**src/rtl/mread_ctrl.sv**
```systemverilog
// Load sequencer: accepts one load, issues a word-aligned bus read, extends the addressed lane.
// Latency: accept -> req one cycle; result one cycle after response. Stall is high while a load is in flight.
module mread_ctrl #(
  parameter int ADDR_W = 32
) (
  input  logic              clk,
  input  logic              rst,
  input  logic              flush,
  input  logic              cushion_mem_r_valid,
  input  logic [4:0]        cushion_mem_r_rd,
  input  logic [ADDR_W-1:0] cushion_mem_r_addr,
  input  logic [3:0]        cushion_mem_r_strb,
  input  logic              cushion_mem_r_signed,
  output logic              mread_ready,
  output logic              mread_stall,
  output logic              mem_rd_req_valid,
  input  logic              mem_rd_req_ready,
  output logic [ADDR_W-1:0] mem_rd_req_addr,
  input  logic              mem_rd_resp_valid,
  input  logic [31:0]       mem_rd_resp_data,
  input  logic              mem_rd_resp_err,
  output logic              mread_reg_w_valid,
  output logic [4:0]        mread_reg_w_rd,
  output logic [31:0]       mread_reg_w_data,
  output logic              mread_err_valid,
  output logic [ADDR_W-1:0] mread_err_addr
);

  typedef enum logic [1:0] {IDLE, REQ, WAIT, DRAIN} state_t;

  state_t            state, state_nxt;
  logic [4:0]        rd_q;
  logic [ADDR_W-1:0] addr_q;
  logic [3:0]        strb_q;
  logic              sgn_q;

  logic              accept, legal, handshake, latch;
  logic              req_vld_nxt, regw_vld_nxt, err_vld_nxt;
  logic [ADDR_W-1:0] err_addr_nxt;
  logic [31:0]       lane, ext_data;

  assign mread_ready     = (state == IDLE) && !flush;
  assign mread_stall     = (state != IDLE);
  assign accept          = mread_ready && cushion_mem_r_valid;
  assign handshake       = mem_rd_req_valid && mem_rd_req_ready;
  assign mem_rd_req_addr = {addr_q[ADDR_W-1:2], 2'b00};

  always_comb begin
    legal = 1'b0;
    case (cushion_mem_r_strb)
      4'b0001: legal = 1'b1;
      4'b0011: legal = !cushion_mem_r_addr[0];
      4'b1111: legal = (cushion_mem_r_addr[1:0] == 2'b00);
      default: legal = 1'b0;
    endcase
  end

  always_comb begin
    lane     = mem_rd_resp_data >> {addr_q[1:0], 3'b000};
    ext_data = lane;
    case (strb_q)
      4'b0001: ext_data = {{24{sgn_q & lane[7]}}, lane[7:0]};
      4'b0011: ext_data = {{16{sgn_q & lane[15]}}, lane[15:0]};
      default: ext_data = lane;
    endcase
  end

  always_comb begin
    state_nxt    = state;
    latch        = 1'b0;
    regw_vld_nxt = 1'b0;
    err_vld_nxt  = 1'b0;
    err_addr_nxt = mread_err_addr;
    case (state)
      IDLE: begin
        if (accept) begin
          latch = 1'b1;
          if (legal) begin
            state_nxt = REQ;
          end else begin
            err_vld_nxt  = 1'b1;
            err_addr_nxt = cushion_mem_r_addr;
          end
        end
      end
      REQ: begin
        if (flush)          state_nxt = handshake ? DRAIN : IDLE;
        else if (handshake) state_nxt = WAIT;
      end
      WAIT: begin
        // A response coinciding with a flush is simply dropped; draining would wait forever.
        if (mem_rd_resp_valid) begin
          state_nxt = IDLE;
          if (!flush) begin
            if (mem_rd_resp_err) begin
              err_vld_nxt  = 1'b1;
              err_addr_nxt = addr_q;
            end else begin
              regw_vld_nxt = (rd_q != 5'd0);
            end
          end
        end else if (flush) begin
          state_nxt = DRAIN;
        end
      end
      DRAIN: begin
        if (mem_rd_resp_valid) state_nxt = IDLE;
      end
      default: state_nxt = IDLE;
    endcase
    req_vld_nxt = (state_nxt == REQ);
  end

  always_ff @(posedge clk or negedge rst) begin
    if (!rst) begin
      state             <= IDLE;
      rd_q              <= '0;
      addr_q            <= '0;
      strb_q            <= '0;
      sgn_q             <= 1'b0;
      mem_rd_req_valid  <= 1'b0;
      mread_reg_w_valid <= 1'b0;
      mread_reg_w_rd    <= '0;
      mread_reg_w_data  <= '0;
      mread_err_valid   <= 1'b0;
      mread_err_addr    <= '0;
    end else begin
      state             <= state_nxt;
      mem_rd_req_valid  <= req_vld_nxt;
      mread_reg_w_valid <= regw_vld_nxt;
      mread_err_valid   <= err_vld_nxt;
      mread_err_addr    <= err_addr_nxt;
      if (latch) begin
        rd_q   <= cushion_mem_r_rd;
        addr_q <= cushion_mem_r_addr;
        strb_q <= cushion_mem_r_strb;
        sgn_q  <= cushion_mem_r_signed;
      end
      if (regw_vld_nxt) begin
        mread_reg_w_rd   <= rd_q;
        mread_reg_w_data <= ext_data;
      end
    end
  end

endmodule

```
**config.mk**
```make
export PLATFORM = sky130hd
export DESIGN_NAME = mread_ctrl
export DESIGN_NICKNAME = d
export VERILOG_FILES = /design/src/rtl/mread_ctrl.sv
export SDC_FILE = /design/constraint.sdc
export NUM_CORES = 1
export LEC_CHECK = 0
export CAP_MARGIN = 20
export CORE_MARGIN = 1.5
export CORE_UTILIZATION = 60
export CTS_CLUSTER_SIZE = 20
export DETAILED_ROUTE_END_ITERATION = 12
export DONT_BUFFER_PORTS = 1
export GPL_ROUTABILITY_DRIVEN = 0
export GPL_TIMING_DRIVEN = 0
export PLACE_DENSITY = 0.85
export SYNTH_ARGS = -nofsm -noshare
export SYNTH_HDL_FRONTEND = slang
export SYNTH_SLANG_ARGS = --single-unit
```
**constraint.sdc**
```tcl
create_clock -name clk -period 4.2 [get_ports clk]
set_input_delay 0.84 -clock clk [delete_from_list [all_inputs] [get_ports clk]]
set_output_delay 0.84 -clock clk [all_outputs]
set_load 0.01 [all_outputs]
```
-- Yosys cells after proc, flatten, opt, wreduce, memory -nomap -nowiden
Cells that the tools add are included.
- flip-flop bits (word level): 116
- bits in latches: 0
- RAM bits: 0
- memory bits (read-only): 0
- output and inout bits: 106
- memories kept: 0
- add/sub/neg operators: 0
- multiply operators: 0
- divide/modulo/power cells: 0
- $lt $le $gt $ge: 0
- equal/unequal tests: 14
- shift-type cells: 1
- multiplexer cells: 29
- bitwise logic cells: 2
- reduce and logical (&&, ||, !) cells: 11
- operators with widths (kind ; count):
    two-way mux 32 bit ; 5
    case mux 32 bit (2 select lines) ; 2
    right shift 32 x 5 -> 32 bit ; 1
    two-way mux 2 bit ; 8
    two-way mux 1 bit ; 11
    != test 2 bit (second input constant) ; 5
    equality test 4 x 1 -> 1 bit (second input constant) ; 2
    equality test 4 x 2 -> 1 bit (second input constant) ; 2
    case mux 2 bit (4 select lines) ; 1
    AND reduction 6 bit ; 1
    nonzero test 5 bit ; 1
    equality test 2 x 1 -> 1 bit (second input constant) ; 2
    equality test 2 bit (second input constant) ; 2
    equality test 4 bit (second input constant) ; 1
    zero test 2 bit ; 2
    nonzero test 2 bit ; 2
    logical AND 1 bit ; 3
    case mux 1 bit (3 select lines) ; 1
    AND 1 bit ; 2
    zero test 1 bit ; 2
    case mux 1 bit (2 select lines) ; 1

-- Logic depth before layout (Yosys ltp)
Gate-level depths: netlist of the first run.
- depth after elaboration: 6
- depth in mapped cells: 8
- depth with buffers taken out: 6

-- Worst setup path before layout of the first run
OpenSTA, ideal clock, no wires.
- path type: input to register
- start: in flush
- end: reg mread_err_addr[10]
- library setup time: 0.125 ns
- arrival time: 2.108 ns
- data required time: 4.075 ns
- setup slack: 1.967 ns
- stages: 7
- buffers on the path: 3
- cell sequence: nor3_2 -> and2_1 -> buf_2 -> a22o_1 -> buf_2 -> buf_6 -> mux2_2
- longest elaborated chain between the ends: 5
- elaborated cells on any way between the ends: 6
- classes of those cells: 2 x eq/ne; 4 x reduce/logical
- ends and longest elaborated chain (element ; RTL line ; RTL):
    start, declared ; 8 ; input logic flush,
    zero test 1 bit ; -- ;
    logical AND 1 bit ; 42 ; assign mread_ready = (state == IDLE) && !flush;
    logical AND 1 bit ; 44 ; assign accept = mread_ready && cushion_mem_r_valid;
    != test 2 bit (no line) ; -- ;
    AND reduction 6 bit (no line) * ; -- ;
    end signal, assigned ; 132 ; mread_err_addr <= err_addr_nxt;
    end, declared ; 26 ; output logic [ADDR_W-1:0] mread_err_addr
Every way passes the cells marked *; elsewhere a longest branch is shown, timed or not.
A chain may end at the register's enable or synchronous reset.

-- Worst setup path after layout of the first run
- start: reg state[0]
- end: out mread_ready
- longest elaborated chain between the ends: 2
- ends and longest elaborated chain (element ; RTL line ; RTL):
    start, declared ; 31 ; state_t state, state_nxt;
    start signal, assigned ; 128 ; state <= state_nxt;
    zero test 2 bit ; 42 ;
    logical AND 1 bit ; 42 ;
    end, declared ; 14 ; output logic mread_ready,
No other way between the ends.

==> results of run 1 <==
## flip-flops by register name (all words and copies together), names as in the netlist
| signal | flops |
|---|---|
| mread_err_addr | 32 |
| mread_reg_w_data | 32 |
| state | 2 |
| mem_rd_req_valid | 1 |
| sgn_q | 1 |
| mread_err_valid | 1 |
| mread_reg_w_rd | 5 |
| addr_q | 32 |
| strb_q | 4 |
| rd_q | 5 |
| mread_reg_w_valid | 1 |
## cell usage after synthesis (5+ instances only)
cell type and instances:
sky130_fd_sc_hd__nand2_1 132, sky130_fd_sc_hd__dfrtp_1 116, sky130_fd_sc_hd__mux2_2 70, sky130_fd_sc_hd__buf_4 33, sky130_fd_sc_hd__nor2_1 27, sky130_fd_sc_hd__and2_1 16
sky130_fd_sc_hd__mux2i_1 16, sky130_fd_sc_hd__o22a_1 16, sky130_fd_sc_hd__a21oi_1 14, sky130_fd_sc_hd__clkbuf_1 12, sky130_fd_sc_hd__buf_2 9, sky130_fd_sc_hd__nor2b_1 8
sky130_fd_sc_hd__a211oi_1 7, sky130_fd_sc_hd__o21ai_0 7, sky130_fd_sc_hd__buf_6 5
## per-layer routing
metal  part of all wire [%]  GRT usage (%)  vias up  wire length (µm)
met3                    8.3           10.0       23              1080
met5                      0              0        -                 0
met4                    1.9           10.6        0               250
met2                     49           42.5      160              6380
li1                       -              -     1792                 -
met1                     41           32.9     1864              5300
## cell type report
cell class	count	area [µm²]
multi-input cells	349	2320
flip-flops and latches	116	2900
inverters	3	11.3
fillers	637	2780
plain buffers	62	407
clock inverters	15	169
well taps	111	139
repair buffers	1	10.0
clock buffers	17	414
## per-stage QoR
step | total power (µW) | util [%] | hold WS [ns] | worst slack (ns)
after floorplan | 1780 | - | 0.452 | 1.97
after global placement | 1870 | 63.1 | 0.472 | 1.78
after detailed placement | 1890 | 63.1 | 0.478 | 1.73
after CTS | 3320 | 69.5 | 0.00468 | 2.02
after global routing | 3430 | 69.6 | 0.000455 | 1.90
final | 3300 | 69.6 | 0.0274 | 2.04
## power breakdown
part	internal, µW	total [µW]	switching, µW
logic	233	465	232
registers	1260	1410	150
clock network	859	1420	560
## timing repair
action	CTS	global route
hold buffers	0	1
setup endpoints to repair	0	0
hold endpoints to repair	0	9
## logic make-up after synthesis
group           count (synthesis)  synth area share, %
buf+inv                        65                 7.42
other cells                     1               0.0666
flops                         116                 51.5
simple gates                  197                 15.1
compound gates                 58                 7.46
xor+xnor                        1                0.156
mux                            91                 18.3
## worst max-delay path by stage
stage,start,to,slack (ns),cells after the start
after floorplan,flush,mread_err_addr[10],1.97,7
after global placement,flush,mread_err_addr[30],1.78,7
after detailed placement,flush,mread_err_addr[0],1.73,7
after CTS,state[1],mread_ready,2.02,1
after global routing,state[1],mread_err_addr[23],1.90,5
final,state[0],mread_ready,2.04,1
==> report_table.html, run 1 <==
<table>
<tr><th>Metric</th><th>Value</th></tr>
<tr><th colspan="2">Floorplan</th></tr>
<tr><td>Initial core utilization</td><td>61.5%</td></tr>
<tr><td>Core Area</td><td>9150 µm²</td></tr>
<tr><td>Die height</td><td>99.9 µm</td></tr>
<tr><td>I/O pin count</td><td>187</td></tr>
<tr><td>Die extent in x</td><td>99.9 µm</td></tr>
<tr><td>Die area</td><td>9980 µm²</td></tr>
<tr><td>Total number of placement rows</td><td>35</td></tr>
<tr><th colspan="2">Worst setup path</th></tr>
<tr><td>CP Buf/Inv Count</td><td>0</td></tr>
<tr><td>Critical Path Start Type</td><td>flip-flop</td></tr>
<tr><td>Data arrival time of the worst path</td><td>1.32 ns</td></tr>
<tr><td>Kind of end point of the critical path</td><td>primary output</td></tr>
<tr><td>Destination of the worst register-to-register timing path</td><td>mread_err_addr[28]</td></tr>
<tr><td>Category of cells accounting for the largest share of critical-path delay</td><td>flip-flops</td></tr>
<tr><td>Worst R2R Path Depth</td><td>5</td></tr>
<tr><td>Setup slack on the worst flop-to-flop path</td><td>2.06 ns</td></tr>
<tr><td>Worst reg2reg path startpoint</td><td>state[1]</td></tr>
<tr><td>Highest fanout seen on the critical path</td><td>7</td></tr>
<tr><td>Stage delay of the slowest cell on the critical path</td><td>0.45 ns</td></tr>
<tr><td>Data required time of the critical path</td><td>3.36 ns</td></tr>
<tr><td>Sequence of cells on the critical path</td><td>nor3_2</td></tr>
<tr><td>Cell at the slowest stage of the critical path</td><td>sky130_fd_sc_hd__dfrtp_1</td></tr>
<tr><td>Setup Crit Path Kind</td><td>reg2out</td></tr>
<tr><th colspan="2">Timing</th></tr>
<tr><td>Final hold viol count</td><td>0</td></tr>
<tr><td>Unrepaired setup endpoints after global routing</td><td>false</td></tr>
<tr><td>Aggregate negative setup slack</td><td>0 ns</td></tr>
<tr><td>Worst slew slack as a fraction of its limit</td><td>44.3%</td></tr>
<tr><td>Top achievable clock speed</td><td>463 MHz</td></tr>
<tr><td>Max-slew violation total from the final report</td><td>0</td></tr>
<tr><td>Post-route fraction of the period consumed by the critical path</td><td>51.4%</td></tr>
<tr><td>Final min period</td><td>2.16 ns</td></tr>
<tr><td>Skew final</td><td>0.0146 ns</td></tr>
<tr><td>Final setup violation count</td><td>0</td></tr>
<tr><td>Tightest Pin Transition</td><td>0.829 ns</td></tr>
<tr><th colspan="2">Place</th></tr>
<tr><td>HPWL reported at the end of detailed placement</td><td>9.33 mm</td></tr>
<tr><td>Placement Cell Area</td><td>5780 µm²</td></tr>
<tr><td>Placed instance count</td><td>641</td></tr>
<tr><td>Number of buffers inserted by port buffering</td><td>0</td></tr>
<tr><th colspan="2">Yosys</th></tr>
<tr><td>Fraction of the yosys area taken by sequential cells</td><td>51.5%</td></tr>
<tr><td>Cell accounting for the most synthesized area</td><td>sky130_fd_sc_hd__dfrtp_1</td></tr>
<tr><td>Post-Synthesis Cell Area</td><td>5630 µm²</td></tr>
<tr><td>Cell variety after synth</td><td>46</td></tr>
<tr><td>Count of state elements after synthesis</td><td>116</td></tr>
<tr><td>Commonest register cell after synthesis</td><td>sky130_fd_sc_hd__dfrtp_1</td></tr>
<tr><td>Number of standard cells after synthesis</td><td>529</td></tr>
<tr><td>Post-Syn Area per Cell</td><td>10.6 µm²</td></tr>
<tr><td>Top cells by area, synth</td><td>sky130_fd_sc_hd__dfrtp_1 52%, sky130_fd_sc_hd__mux2_2 14%, sky130_fd_sc_hd__nand2_1 8.8%, sky130_fd_sc_hd__buf_4 4.4%, sky130_fd_sc_hd__mux2i_1 2.8%</td></tr>
<tr><td>Synth top area share</td><td>51.5%</td></tr>
<tr><td>Proportion of register bits with asynchronous set or reset after synthesis</td><td>100%</td></tr>
<tr><td>Total number of yosys warnings</td><td>0</td></tr>
<tr><td>Number of flops mapped to enable cells by yosys</td><td>0</td></tr>
<tr><th colspan="2">Route</th></tr>
<tr><td>Post-detailed-route count of antenna-violating nets</td><td>0</td></tr>
<tr><td>Average wire per standard cell</td><td>19.3 µm</td></tr>
<tr><td>Via count normalized by instance count</td><td>5.70</td></tr>
<tr><td>Routed Wire Length</td><td>13.0 mm</td></tr>
<tr><td>Total number of vias</td><td>3839</td></tr>
<tr><td>Count of TritonRoute iterations in the first routing pass</td><td>5</td></tr>
<tr><td>DRT iter0 DRCs</td><td>264</td></tr>
<tr><td>Residual DRC</td><td>0</td></tr>
<tr><th colspan="2">Clock tree</th></tr>
<tr><td>Clock Pin Slew Worst Setup and Hold Paths</td><td>0.06 ns</td></tr>
<tr><td>Sink count of the clock tree</td><td>116</td></tr>
<tr><td>Number of resized instances in the post-cts repair step</td><td>0</td></tr>
<tr><td>Setup bufs post-CTS</td><td>0</td></tr>
<tr><td>Clock tree from TritonCTS</td><td>built</td></tr>
<tr><td>Maximum level of the CTS H-tree</td><td>4</td></tr>
<tr><td>Max Root-Sink Buffers</td><td>2</td></tr>
<tr><td>Number of buffers created by CTS</td><td>17</td></tr>
<tr><td>Root Buffer Master</td><td>sky130_fd_sc_hd__clkbuf_8</td></tr>
<tr><td>Clock latency reported for the late side of the worst-skew pair</td><td>0.51 ns</td></tr>
<tr><th colspan="2">Global routing</th></tr>
<tr><td>Tot GR Track Use</td><td>26.6%</td></tr>
<tr><td>First-pass GRT wire length</td><td>20.5 mm</td></tr>
<tr><td>Initial antenna violation count</td><td>0</td></tr>
<tr><td>Pin count of the biggest net entering global routing</td><td>117</td></tr>
<tr><td>Vias in the first global route</td><td>4040</td></tr>
<tr><td>Total congestion overflow after global routing</td><td>0</td></tr>
<tr><th colspan="2">Layout</th></tr>
<tr><td>Number of non-filler instances in the completed layout</td><td>674</td></tr>
<tr><td>Net count of the finished layout</td><td>631</td></tr>
<tr><td>Cell area after layout</td><td>6370 µm²</td></tr>
<tr><td>Highest-count cells in the layout ignoring fill and taps</td><td>132 x sky130_fd_sc_hd__nand2_1, 116 x sky130_fd_sc_hd__dfrtp_1, 70 x sky130_fd_sc_hd__mux2_2, 33 x sky130_fd_sc_hd__buf_4, 27 x sky130_fd_sc_hd__nor2_1</td></tr>
<tr><td>Share of layout cells above drive strength 1</td><td>28.8%</td></tr>
<tr><td>Commonest non-fill, non-tap cell in the layout</td><td>sky130_fd_sc_hd__nand2_1</td></tr>
<tr><td>Number of diodes</td><td>0</td></tr>
<tr><td>Post-synthesis to final-layout area growth</td><td>13.1%</td></tr>
<tr><th colspan="2">Power</th></tr>
<tr><td>Leakage dissipation</td><td>0.00306 µW</td></tr>
<tr><td>Max IR drop VDD</td><td>341 µV</td></tr>
<tr><td>Power density over cell area</td><td>518 nW/µm²</td></tr>
<tr><th colspan="2">Run</th></tr>
<tr><td>Number of maximum-capacitance constraint violations</td><td>0</td></tr>
<tr><th colspan="2">Hold path</th></tr>
<tr><td>Type of the worst min-delay path</td><td>in2async</td></tr>
<tr><th colspan="2">Run status</th></tr>
<tr><td>Run status</td><td>finished clean</td></tr>
</table>
(Power assumes the default switching activity.)
==> inputs of run 2 (changes only) <==
- clock period: 4.2 -> 2.2 ns (I/O delays scaled with it)
==> report_table.html, run 2 (same netlist as run 1, synthesis figures left out) <==
<table>
<tr><th>Metric</th><th>Value</th></tr>
<tr><th colspan="2">Timing</th></tr>
<tr><td>Final setup violation count</td><td>0 (unchanged)</td></tr>
<tr><td>Final min period</td><td>2.07 ns</td></tr>
<tr><td>Unrepaired setup endpoints after global routing</td><td>false (unchanged)</td></tr>
<tr><td>Skew final</td><td>0.0125 ns (was 0.0146 ns)</td></tr>
<tr><td>Top achievable clock speed</td><td>483 MHz</td></tr>
<tr><td>Aggregate negative setup slack</td><td>0 ns (unchanged)</td></tr>
<tr><td>Tightest Pin Transition</td><td>0.825 ns (was 0.829 ns)</td></tr>
<tr><td>Worst slew slack as a fraction of its limit</td><td>44.6% (was 44.3%)</td></tr>
<tr><td>Post-route fraction of the period consumed by the critical path</td><td>94.2%</td></tr>
<tr><td>Final hold viol count</td><td>116 (was 0)</td></tr>
<tr><td>Max-slew violation total from the final report</td><td>0 (unchanged)</td></tr>
<tr><td>Worst slack on hold paths</td><td>-0.378 ns (was 0.0274 ns)</td></tr>
<tr><th colspan="2">Global routing</th></tr>
<tr><td>Total congestion overflow after global routing</td><td>0 (unchanged)</td></tr>
<tr><td>Initial antenna violation count</td><td>0 (unchanged)</td></tr>
<tr><td>Vias in the first global route</td><td>4040 (unchanged)</td></tr>
<tr><td>Tot GR Track Use</td><td>26.6% (unchanged)</td></tr>
<tr><td>Pin count of the biggest net entering global routing</td><td>117 (unchanged)</td></tr>
<tr><td>First-pass GRT wire length</td><td>20.5 mm (unchanged)</td></tr>
<tr><th colspan="2">Route</th></tr>
<tr><td>Total number of vias</td><td>3879 (was 3839)</td></tr>
<tr><td>Average wire per standard cell</td><td>19.2 µm (was 19.3 µm)</td></tr>
<tr><td>Via count normalized by instance count</td><td>5.76 (was 5.70)</td></tr>
<tr><td>Post-detailed-route count of antenna-violating nets</td><td>0 (unchanged)</td></tr>
<tr><td>Count of TritonRoute iterations in the first routing pass</td><td>5 (unchanged)</td></tr>
<tr><td>DRT iter0 DRCs</td><td>191 (was 264)</td></tr>
<tr><td>Routed Wire Length</td><td>13.0 mm (about the same)</td></tr>
<tr><td>Residual DRC</td><td>0 (unchanged)</td></tr>
<tr><th colspan="2">Clock tree</th></tr>
<tr><td>Clock tree from TritonCTS</td><td>built (unchanged)</td></tr>
<tr><td>Number of buffers created by CTS</td><td>17 (unchanged)</td></tr>
<tr><td>Sink count of the clock tree</td><td>116 (unchanged)</td></tr>
<tr><td>Clock Pin Slew Worst Setup and Hold Paths</td><td>0.06 ns (about the same)</td></tr>
<tr><td>Root Buffer Master</td><td>sky130_fd_sc_hd__clkbuf_8 (unchanged)</td></tr>
<tr><td>Maximum level of the CTS H-tree</td><td>4 (unchanged)</td></tr>
<tr><td>Max Root-Sink Buffers</td><td>2 (unchanged)</td></tr>
<tr><td>Setup bufs post-CTS</td><td>0 (unchanged)</td></tr>
<tr><td>Clock latency reported for the late side of the worst-skew pair</td><td>0.51 ns (about the same)</td></tr>
<tr><th colspan="2">Layout</th></tr>
<tr><td>Registers with the most flip-flops</td><td>addr_q (32), mread_err_addr (32), mread_reg_w_data (32) (unchanged)</td></tr>
<tr><td>Number of diodes</td><td>0 (unchanged)</td></tr>
<tr><td>Final-layout fill cell count</td><td>635 (was 637)</td></tr>
<tr><td>Post-synthesis to final-layout area growth</td><td>13.0% (was 13.1%)</td></tr>
<tr><td>Net count of the finished layout</td><td>630 (was 631)</td></tr>
<tr><td>Highest-count cells in the layout ignoring fill and taps</td><td>132 x sky130_fd_sc_hd__nand2_1, 116 x sky130_fd_sc_hd__dfrtp_1, 70 x sky130_fd_sc_hd__mux2_2, 33 x sky130_fd_sc_hd__buf_4, 27 x sky130_fd_sc_hd__nor2_1 (unchanged)</td></tr>
<tr><td>Number of non-filler instances in the completed layout</td><td>673 (was 674)</td></tr>
<tr><td>Commonest non-fill, non-tap cell in the layout</td><td>sky130_fd_sc_hd__nand2_1 (unchanged)</td></tr>
<tr><td>Share of layout cells above drive strength 1</td><td>29.2% (was 28.8%)</td></tr>
<tr><th colspan="2">Power</th></tr>
<tr><td>Leakage dissipation</td><td>0.00306 µW (about the same)</td></tr>
<tr><td>Power density over cell area</td><td>987 nW/µm² (was 518 nW/µm²)</td></tr>
<tr><td>Max IR drop VDD</td><td>652 µV (was 341 µV)</td></tr>
<tr><th colspan="2">Floorplan</th></tr>
<tr><td>Initial core utilization</td><td>61.5% (unchanged)</td></tr>
<tr><td>Total number of placement rows</td><td>35 (unchanged)</td></tr>
<tr><td>I/O pin count</td><td>187 (unchanged)</td></tr>
<tr><td>Core Area</td><td>9150 µm² (unchanged)</td></tr>
<tr><td>Die area</td><td>9980 µm² (unchanged)</td></tr>
<tr><td>Die height</td><td>99.9 µm (unchanged)</td></tr>
<tr><td>Die extent in x</td><td>99.9 µm (unchanged)</td></tr>
<tr><th colspan="2">Run status</th></tr>
<tr><td>Run status</td><td>finished with violations (was finished clean)</td></tr>
<tr><td>Failing checks</td><td>hold timing</td></tr>
<tr><th colspan="2">Worst setup path</th></tr>
<tr><td>Setup Crit Path Kind</td><td>reg2reg (was reg2out)</td></tr>
<tr><td>Category of cells accounting for the largest share of critical-path delay</td><td>buffers and inverters (was flip-flops)</td></tr>
<tr><td>Data required time of the critical path</td><td>2.59 ns (was 3.36 ns)</td></tr>
<tr><td>Highest fanout seen on the critical path</td><td>10 (was 7)</td></tr>
<tr><td>Critical path's most frequent cell</td><td>sky130_fd_sc_hd__buf_2</td></tr>
<tr><td>Critical Path Start Type</td><td>flip-flop (unchanged)</td></tr>
<tr><td>Stage delay of the slowest cell on the critical path</td><td>0.45 ns (about the same)</td></tr>
<tr><td>Data arrival time of the worst path</td><td>2.47 ns (was 1.32 ns)</td></tr>
<tr><td>Kind of end point of the critical path</td><td>flip-flop (was primary output)</td></tr>
<tr><td>Cell at the slowest stage of the critical path</td><td>sky130_fd_sc_hd__dfrtp_1 (unchanged)</td></tr>
<tr><td>CP Buf/Inv Count</td><td>3 (was 0)</td></tr>
<tr><td>Sequence of cells on the critical path</td><td>nor3_4, and2_1, buf_2, a22o_1, buf_2, buf_6, mux2_2 (was nor3_2)</td></tr>
<tr><th colspan="2">Run</th></tr>
<tr><td>Number of maximum-capacitance constraint violations</td><td>0 (unchanged)</td></tr>
<tr><th colspan="2">Place</th></tr>
<tr><td>Number of buffers inserted by port buffering</td><td>0 (unchanged)</td></tr>
<tr><td>Placed instance count</td><td>641 (unchanged)</td></tr>
<tr><td>HPWL reported at the end of detailed placement</td><td>9.33 mm (unchanged)</td></tr>
<tr><th colspan="2">Hold path</th></tr>
<tr><td>Type of the worst min-delay path</td><td>in2async (unchanged)</td></tr>
</table>
-- run 2: cell count changes in the layout (fill, tap and decap cells not counted), sizes merged --
cell,before,now
dlygate4sd3,1,0
-- run 2: final cells by class --
cell class              instances  area (µm²)  area share, %
flip-flops and latches        116        2900           45.6
inverters                       3        11.3          0.177
clock inverters                15         169           2.65
clock buffers                  17         414           6.50
plain buffers                  62         409           6.43
multi-input cells             349        2320           36.5
well taps                     111         139           2.18
-- run 2: report_power, final --
group / switching, µW / internal, µW / leakage [µW] / total, µW
clock network: 1060 / 1640 / 0.000278 / 2700
registers: 287 / 2410 / 0.00148 / 2700
logic: 440 / 444 / 0.00131 / 884
total: 1790 / 4500 / 0.00306 / 6290
-- run 2: routing by layer --
layer  GRT usage [%]  routed length, µm
met1            32.9               5230
met5               0                  0
met3            10.0               1070
met2            42.5               6380
met4            10.6                277
-- run 2: what timing repair did --
item,in CTS,in global routing
gates resized for setup,0,5
hold endpoints to repair,116,116
setup endpoints to repair,0,29
-- run 2: final timing paths --
path                                   startpoint              endpoint  slack (ns)  depth (start not counted)
max                                      state[1]     mread_err_addr[0]        0.13                          7
min                                           rst  mread_reg_w_data[27]       -0.38                          0
max reg2reg                              state[1]     mread_err_addr[0]        0.13                          7
min reg2reg                             strb_q[0]             strb_q[0]        0.50                          2
max in group asynchronous                     rst    mread_err_addr[31]        2.38                          0
min in group clk           cushion_mem_r_addr[24]            addr_q[24]        0.03                          2
-- run 2: stage by stage --
stage               total power, µW  setup slack (ns)  utilization, %  hold WS (ns)  area, µm²
floorplan                      3400             0.336               -         0.144       5640
global placement               3560            0.0996            63.1         0.147       5780
global route                   6550            0.0181            69.6        -0.401       6370
CTS                            6330            0.0311            69.5        -0.395       6360
detailed placement             3610            0.0478            63.1         0.147       5780
finish                         6290             0.129            69.6        -0.378       6370
==> inputs of run 3 (changes only) <==
- CTS_BUF_LIST: not set -> sky130_fd_sc_hd__clkbuf_2
==> report_table.html, run 3 (same netlist as run 1, synthesis figures left out) <==
<table>
<tr><th>Metric</th><th>Value</th></tr>
<tr><th colspan="2">Run status</th></tr>
<tr><td>Run status</td><td>finished with violations (unchanged)</td></tr>
<tr><td>Failing checks</td><td>hold timing (unchanged)</td></tr>
<tr><th colspan="2">Power</th></tr>
<tr><td>Cell Int Power</td><td>3480 µW (was 4500 µW)</td></tr>
<tr><td>Combinational share of power</td><td>19.3% (was 14.1%)</td></tr>
<tr><td>Leakage dissipation</td><td>0.00320 µW (was 0.00306 µW)</td></tr>
<tr><td>Net switching share of the total power</td><td>33.6% (was 28.5%)</td></tr>
<tr><td>Power density over cell area</td><td>783 nW/µm² (was 987 nW/µm²)</td></tr>
<tr><td>Sequential group share of total power</td><td>51.8% (was 42.9%)</td></tr>
<tr><td>Clock network power share</td><td>28.9% (was 43.0%)</td></tr>
<tr><td>Final Power</td><td>5230 µW (was 6290 µW)</td></tr>
<tr><td>Max IR drop VDD</td><td>503 µV (was 652 µV)</td></tr>
<tr><td>Net Switching</td><td>1760 µW (was 1790 µW)</td></tr>
<tr><th colspan="2">Place</th></tr>
<tr><td>HPWL reported at the end of detailed placement</td><td>9.33 mm (unchanged)</td></tr>
<tr><td>Post-placement setup slack</td><td>0.0478 ns (unchanged)</td></tr>
<tr><td>Number of buffers inserted by port buffering</td><td>0 (unchanged)</td></tr>
<tr><th colspan="2">Route</th></tr>
<tr><td>DRT iter0 DRCs</td><td>304 (was 191)</td></tr>
<tr><td>Residual DRC</td><td>0 (unchanged)</td></tr>
<tr><td>Via count normalized by instance count</td><td>5.87 (was 5.76)</td></tr>
<tr><td>Count of TritonRoute iterations in the first routing pass</td><td>4 (was 5)</td></tr>
<tr><td>Total number of vias</td><td>4324 (was 3879)</td></tr>
<tr><td>Average wire per standard cell</td><td>20.2 µm (was 19.2 µm)</td></tr>
<tr><td>Routed Wire Length</td><td>14.9 mm (was 13.0 mm)</td></tr>
<tr><td>Post-detailed-route count of antenna-violating nets</td><td>0 (unchanged)</td></tr>
<tr><th colspan="2">Worst setup path</th></tr>
<tr><td>Data required time of the critical path</td><td>2.77 ns (was 2.59 ns)</td></tr>
<tr><td>Sequence of cells on the critical path</td><td>inv_1, nor2_1, clkbuf_2, mux2_2, mux2_2 (was nor3_4, and2_1, buf_2, a22o_1, buf_2, buf_6, mux2_2)</td></tr>
<tr><td>CP Buf/Inv Count</td><td>2 (was 3)</td></tr>
<tr><td>Critical Path Start Type</td><td>flip-flop (unchanged)</td></tr>
<tr><td>Category of cells accounting for the largest share of critical-path delay</td><td>multiplexers (was buffers and inverters)</td></tr>
<tr><td>Setup Crit Path Kind</td><td>reg2reg (unchanged)</td></tr>
<tr><td>Setup slack on the worst flop-to-flop path</td><td>0.06 ns (was 0.13 ns)</td></tr>
<tr><td>Highest fanout seen on the critical path</td><td>10 (unchanged)</td></tr>
<tr><td>Data arrival time of the worst path</td><td>2.71 ns (was 2.47 ns)</td></tr>
<tr><td>Stage delay of the slowest cell on the critical path</td><td>0.52 ns (was 0.45 ns)</td></tr>
<tr><td>Critical path's most frequent cell</td><td>sky130_fd_sc_hd__mux2_2 (was sky130_fd_sc_hd__buf_2)</td></tr>
<tr><td>Launch point of the critical path</td><td>state[1] (unchanged)</td></tr>
<tr><td>Cell at the slowest stage of the critical path</td><td>sky130_fd_sc_hd__dfrtp_1 (unchanged)</td></tr>
<tr><td>Worst reg2reg path startpoint</td><td>state[1] (unchanged)</td></tr>
<tr><td>Kind of end point of the critical path</td><td>flip-flop (unchanged)</td></tr>
<tr><th colspan="2">Layout</th></tr>
<tr><td>Total area of multi-input combinational cells</td><td>2320 µm² (unchanged)</td></tr>
<tr><td>Net count of the finished layout</td><td>694 (was 630)</td></tr>
<tr><td>Share of layout cells above drive strength 1</td><td>26.4% (was 29.2%)</td></tr>
<tr><td>Number of diodes</td><td>0 (unchanged)</td></tr>
<tr><td>Reg area</td><td>2900 µm² (about the same)</td></tr>
<tr><td>Registers with the most flip-flops</td><td>addr_q (32), mread_err_addr (32), mread_reg_w_data (32) (unchanged)</td></tr>
<tr><td>Highest-count cells in the layout ignoring fill and taps</td><td>132 x sky130_fd_sc_hd__nand2_1, 115 x sky130_fd_sc_hd__dfrtp_1, 70 x sky130_fd_sc_hd__mux2_2, 64 x sky130_fd_sc_hd__dlygate4sd3_1, 33 x sky130_fd_sc_hd__buf_4 (was 132 x sky130_fd_sc_hd__nand2_1, 116 x sky130_fd_sc_hd__dfrtp_1, 70 x sky130_fd_sc_hd__mux2_2, 33 x sky130_fd_sc_hd__buf_4, 27 x sky130_fd_sc_hd__nor2_1)</td></tr>
<tr><td>Post-synthesis to final-layout area growth</td><td>18.6% (was 13.0%)</td></tr>
<tr><td>Final core occ</td><td>73.0% (was 69.6%)</td></tr>
<tr><td>Final-layout fill cell count</td><td>585 (was 635)</td></tr>
<tr><td>Commonest non-fill, non-tap cell in the layout</td><td>sky130_fd_sc_hd__nand2_1 (unchanged)</td></tr>
<tr><th colspan="2">Global routing</th></tr>
<tr><td>Tot GR Track Use</td><td>29.7% (was 26.6%)</td></tr>
<tr><td>Vias in the first global route</td><td>4422 (was 4040)</td></tr>
<tr><td>Total congestion overflow after global routing</td><td>0 (unchanged)</td></tr>
<tr><td>Pin count of the biggest net entering global routing</td><td>117 (unchanged)</td></tr>
<tr><td>Initial antenna violation count</td><td>0 (unchanged)</td></tr>
<tr><td>First-pass GRT wire length</td><td>22.8 mm (was 20.5 mm)</td></tr>
<tr><th colspan="2">Hold path</th></tr>
<tr><td>Type of the worst min-delay path</td><td>in2async (unchanged)</td></tr>
<tr><th colspan="2">Clock tree</th></tr>
<tr><td>Clock latency reported for the late side of the worst-skew pair</td><td>0.67 ns (was 0.51 ns)</td></tr>
<tr><td>Clock tree from TritonCTS</td><td>built (unchanged)</td></tr>
<tr><td>Setup bufs post-CTS</td><td>0 (unchanged)</td></tr>
<tr><td>Sink count of the clock tree</td><td>116 (unchanged)</td></tr>
<tr><td>Max Root-Sink Buffers</td><td>2 (unchanged)</td></tr>
<tr><td>Maximum level of the CTS H-tree</td><td>4 (unchanged)</td></tr>
<tr><td>Root Buffer Master</td><td>sky130_fd_sc_hd__clkbuf_2 (was sky130_fd_sc_hd__clkbuf_8)</td></tr>
<tr><td>Clock Pin Slew Worst Setup and Hold Paths</td><td>0.23 ns (was 0.06 ns)</td></tr>
<tr><td>Number of buffers created by CTS</td><td>17 (unchanged)</td></tr>
<tr><th colspan="2">Timing</th></tr>
<tr><td>Worst slack on hold paths</td><td>-0.565 ns (was -0.378 ns)</td></tr>
<tr><td>Skew final</td><td>0.0424 ns (was 0.0125 ns)</td></tr>
<tr><td>Final hold viol count</td><td>116 (unchanged)</td></tr>
<tr><td>Worst slew slack as a fraction of its limit</td><td>40.2% (was 44.6%)</td></tr>
<tr><td>Worst path setup slack after routing</td><td>0.0598 ns (was 0.129 ns)</td></tr>
<tr><td>Tightest Pin Transition</td><td>0.890 ns (was 0.825 ns)</td></tr>
<tr><td>Aggregate negative setup slack</td><td>0 ns (unchanged)</td></tr>
<tr><td>Top achievable clock speed</td><td>467 MHz (was 483 MHz)</td></tr>
<tr><td>Final min period</td><td>2.14 ns (was 2.07 ns)</td></tr>
<tr><td>Post-route fraction of the period consumed by the critical path</td><td>97.3% (was 94.2%)</td></tr>
<tr><td>Final setup violation count</td><td>0 (unchanged)</td></tr>
<tr><td>Max-slew violation total from the final report</td><td>0 (unchanged)</td></tr>
<tr><th colspan="2">Floorplan</th></tr>
<tr><td>Initial core utilization</td><td>61.5% (unchanged)</td></tr>
<tr><td>I/O pin count</td><td>187 (unchanged)</td></tr>
<tr><td>Total number of placement rows</td><td>35 (unchanged)</td></tr>
<tr><td>Die extent in x</td><td>99.9 µm (unchanged)</td></tr>
<tr><td>Die height</td><td>99.9 µm (unchanged)</td></tr>
<tr><td>Die area</td><td>9980 µm² (unchanged)</td></tr>
<tr><td>Core Area</td><td>9150 µm² (unchanged)</td></tr>
<tr><th colspan="2">Run</th></tr>
<tr><td>Number of maximum-capacitance constraint violations</td><td>0 (unchanged)</td></tr>
</table>
[run 3: cell types whose count changed in the layout (fill, tap and decap cells not counted)]
| cell | delta |
|---|---|
| sky130_fd_sc_hd__dlygate4sd3_1 | +64 |
| sky130_fd_sc_hd__clkbuf_16 | -16 |
| sky130_fd_sc_hd__buf_2 | -1 |
| sky130_fd_sc_hd__clkbuf_4 | +1 |
| sky130_fd_sc_hd__clkbuf_2 | +17 |
| sky130_fd_sc_hd__clkbuf_8 | -1 |
| sky130_fd_sc_hd__dfrtp_1 | -1 |
| sky130_fd_sc_hd__dfrtp_2 | +1 |
[run 3: what timing repair did]
item | 4_1_cts | 5_1_grt
hold endpoints to repair | 190 | 127
setup endpoints to repair | 0 | 29
gates resized for setup | 0 | 7
hold buffers | 53 | 11
[run 3: area by class of cell]
class	count	share of cell area, %
tap	111	2.08
sequential	116	43.5
buffer	62	6.16
inverter	3	0.169
multi-input combinational	349	34.8
timing repair buffer	64	9.59
clock buffer	17	1.27
clock inverter	15	2.53
[run 3: final timing paths]
kind                                         to  cells after the start
max                           mread_err_addr[2]                      5
min                                   addr_q[7]                      0
max reg2reg                   mread_err_addr[2]                      5
min reg2reg                           strb_q[0]                      2
max in group asynchronous  mread_reg_w_data[15]                      0
min in group clk           mread_reg_w_data[13]                      4
[run 3: worst reg2reg max path, cell delays in order (launching register included)]
cell	delay, ns
sky130_fd_sc_hd__dfrtp_1	0.52
sky130_fd_sc_hd__inv_1	0.14
sky130_fd_sc_hd__nor2_1	0.37
sky130_fd_sc_hd__clkbuf_2	0.35
sky130_fd_sc_hd__mux2_2	0.38
sky130_fd_sc_hd__mux2_2	0.28
[run 3: through the flow]
step | cells | cell area (µm²)
3_3_place_gp | 641 | 5780
5_1_grt | 737 | 6680
2_1_floorplan | 530 | 5640
4_1_cts | 726 | 6560
3_5_place_dp | 641 | 5780
6_report | 737 | 6680
[run 3: metal layers]
metal	wire length, µm	share of wire (%)	track usage, %	vias to the layer above
met3	1400	9.4	11.1	62
met1	5680	38	36.2	2077
met2	7310	49	46.8	265
met5	0	0	0	-
li1	-	-	-	1920
met4	528	3.5	13.9	0
[run 3: power by group through the flow]
| stage | Combinational, µW | Sequential (µW) | Clock [µW] |
|---|---|---|---|
| finish | 1010 | 2710 | 1510 |
| global route | 1090 | 2740 | 1640 |
| CTS | 962 | 2690 | 1530 |
| detailed placement | 881 | 2730 | 0 |
| global placement | 843 | 2720 | 0 |
| floorplan | 737 | 2660 | 0 |
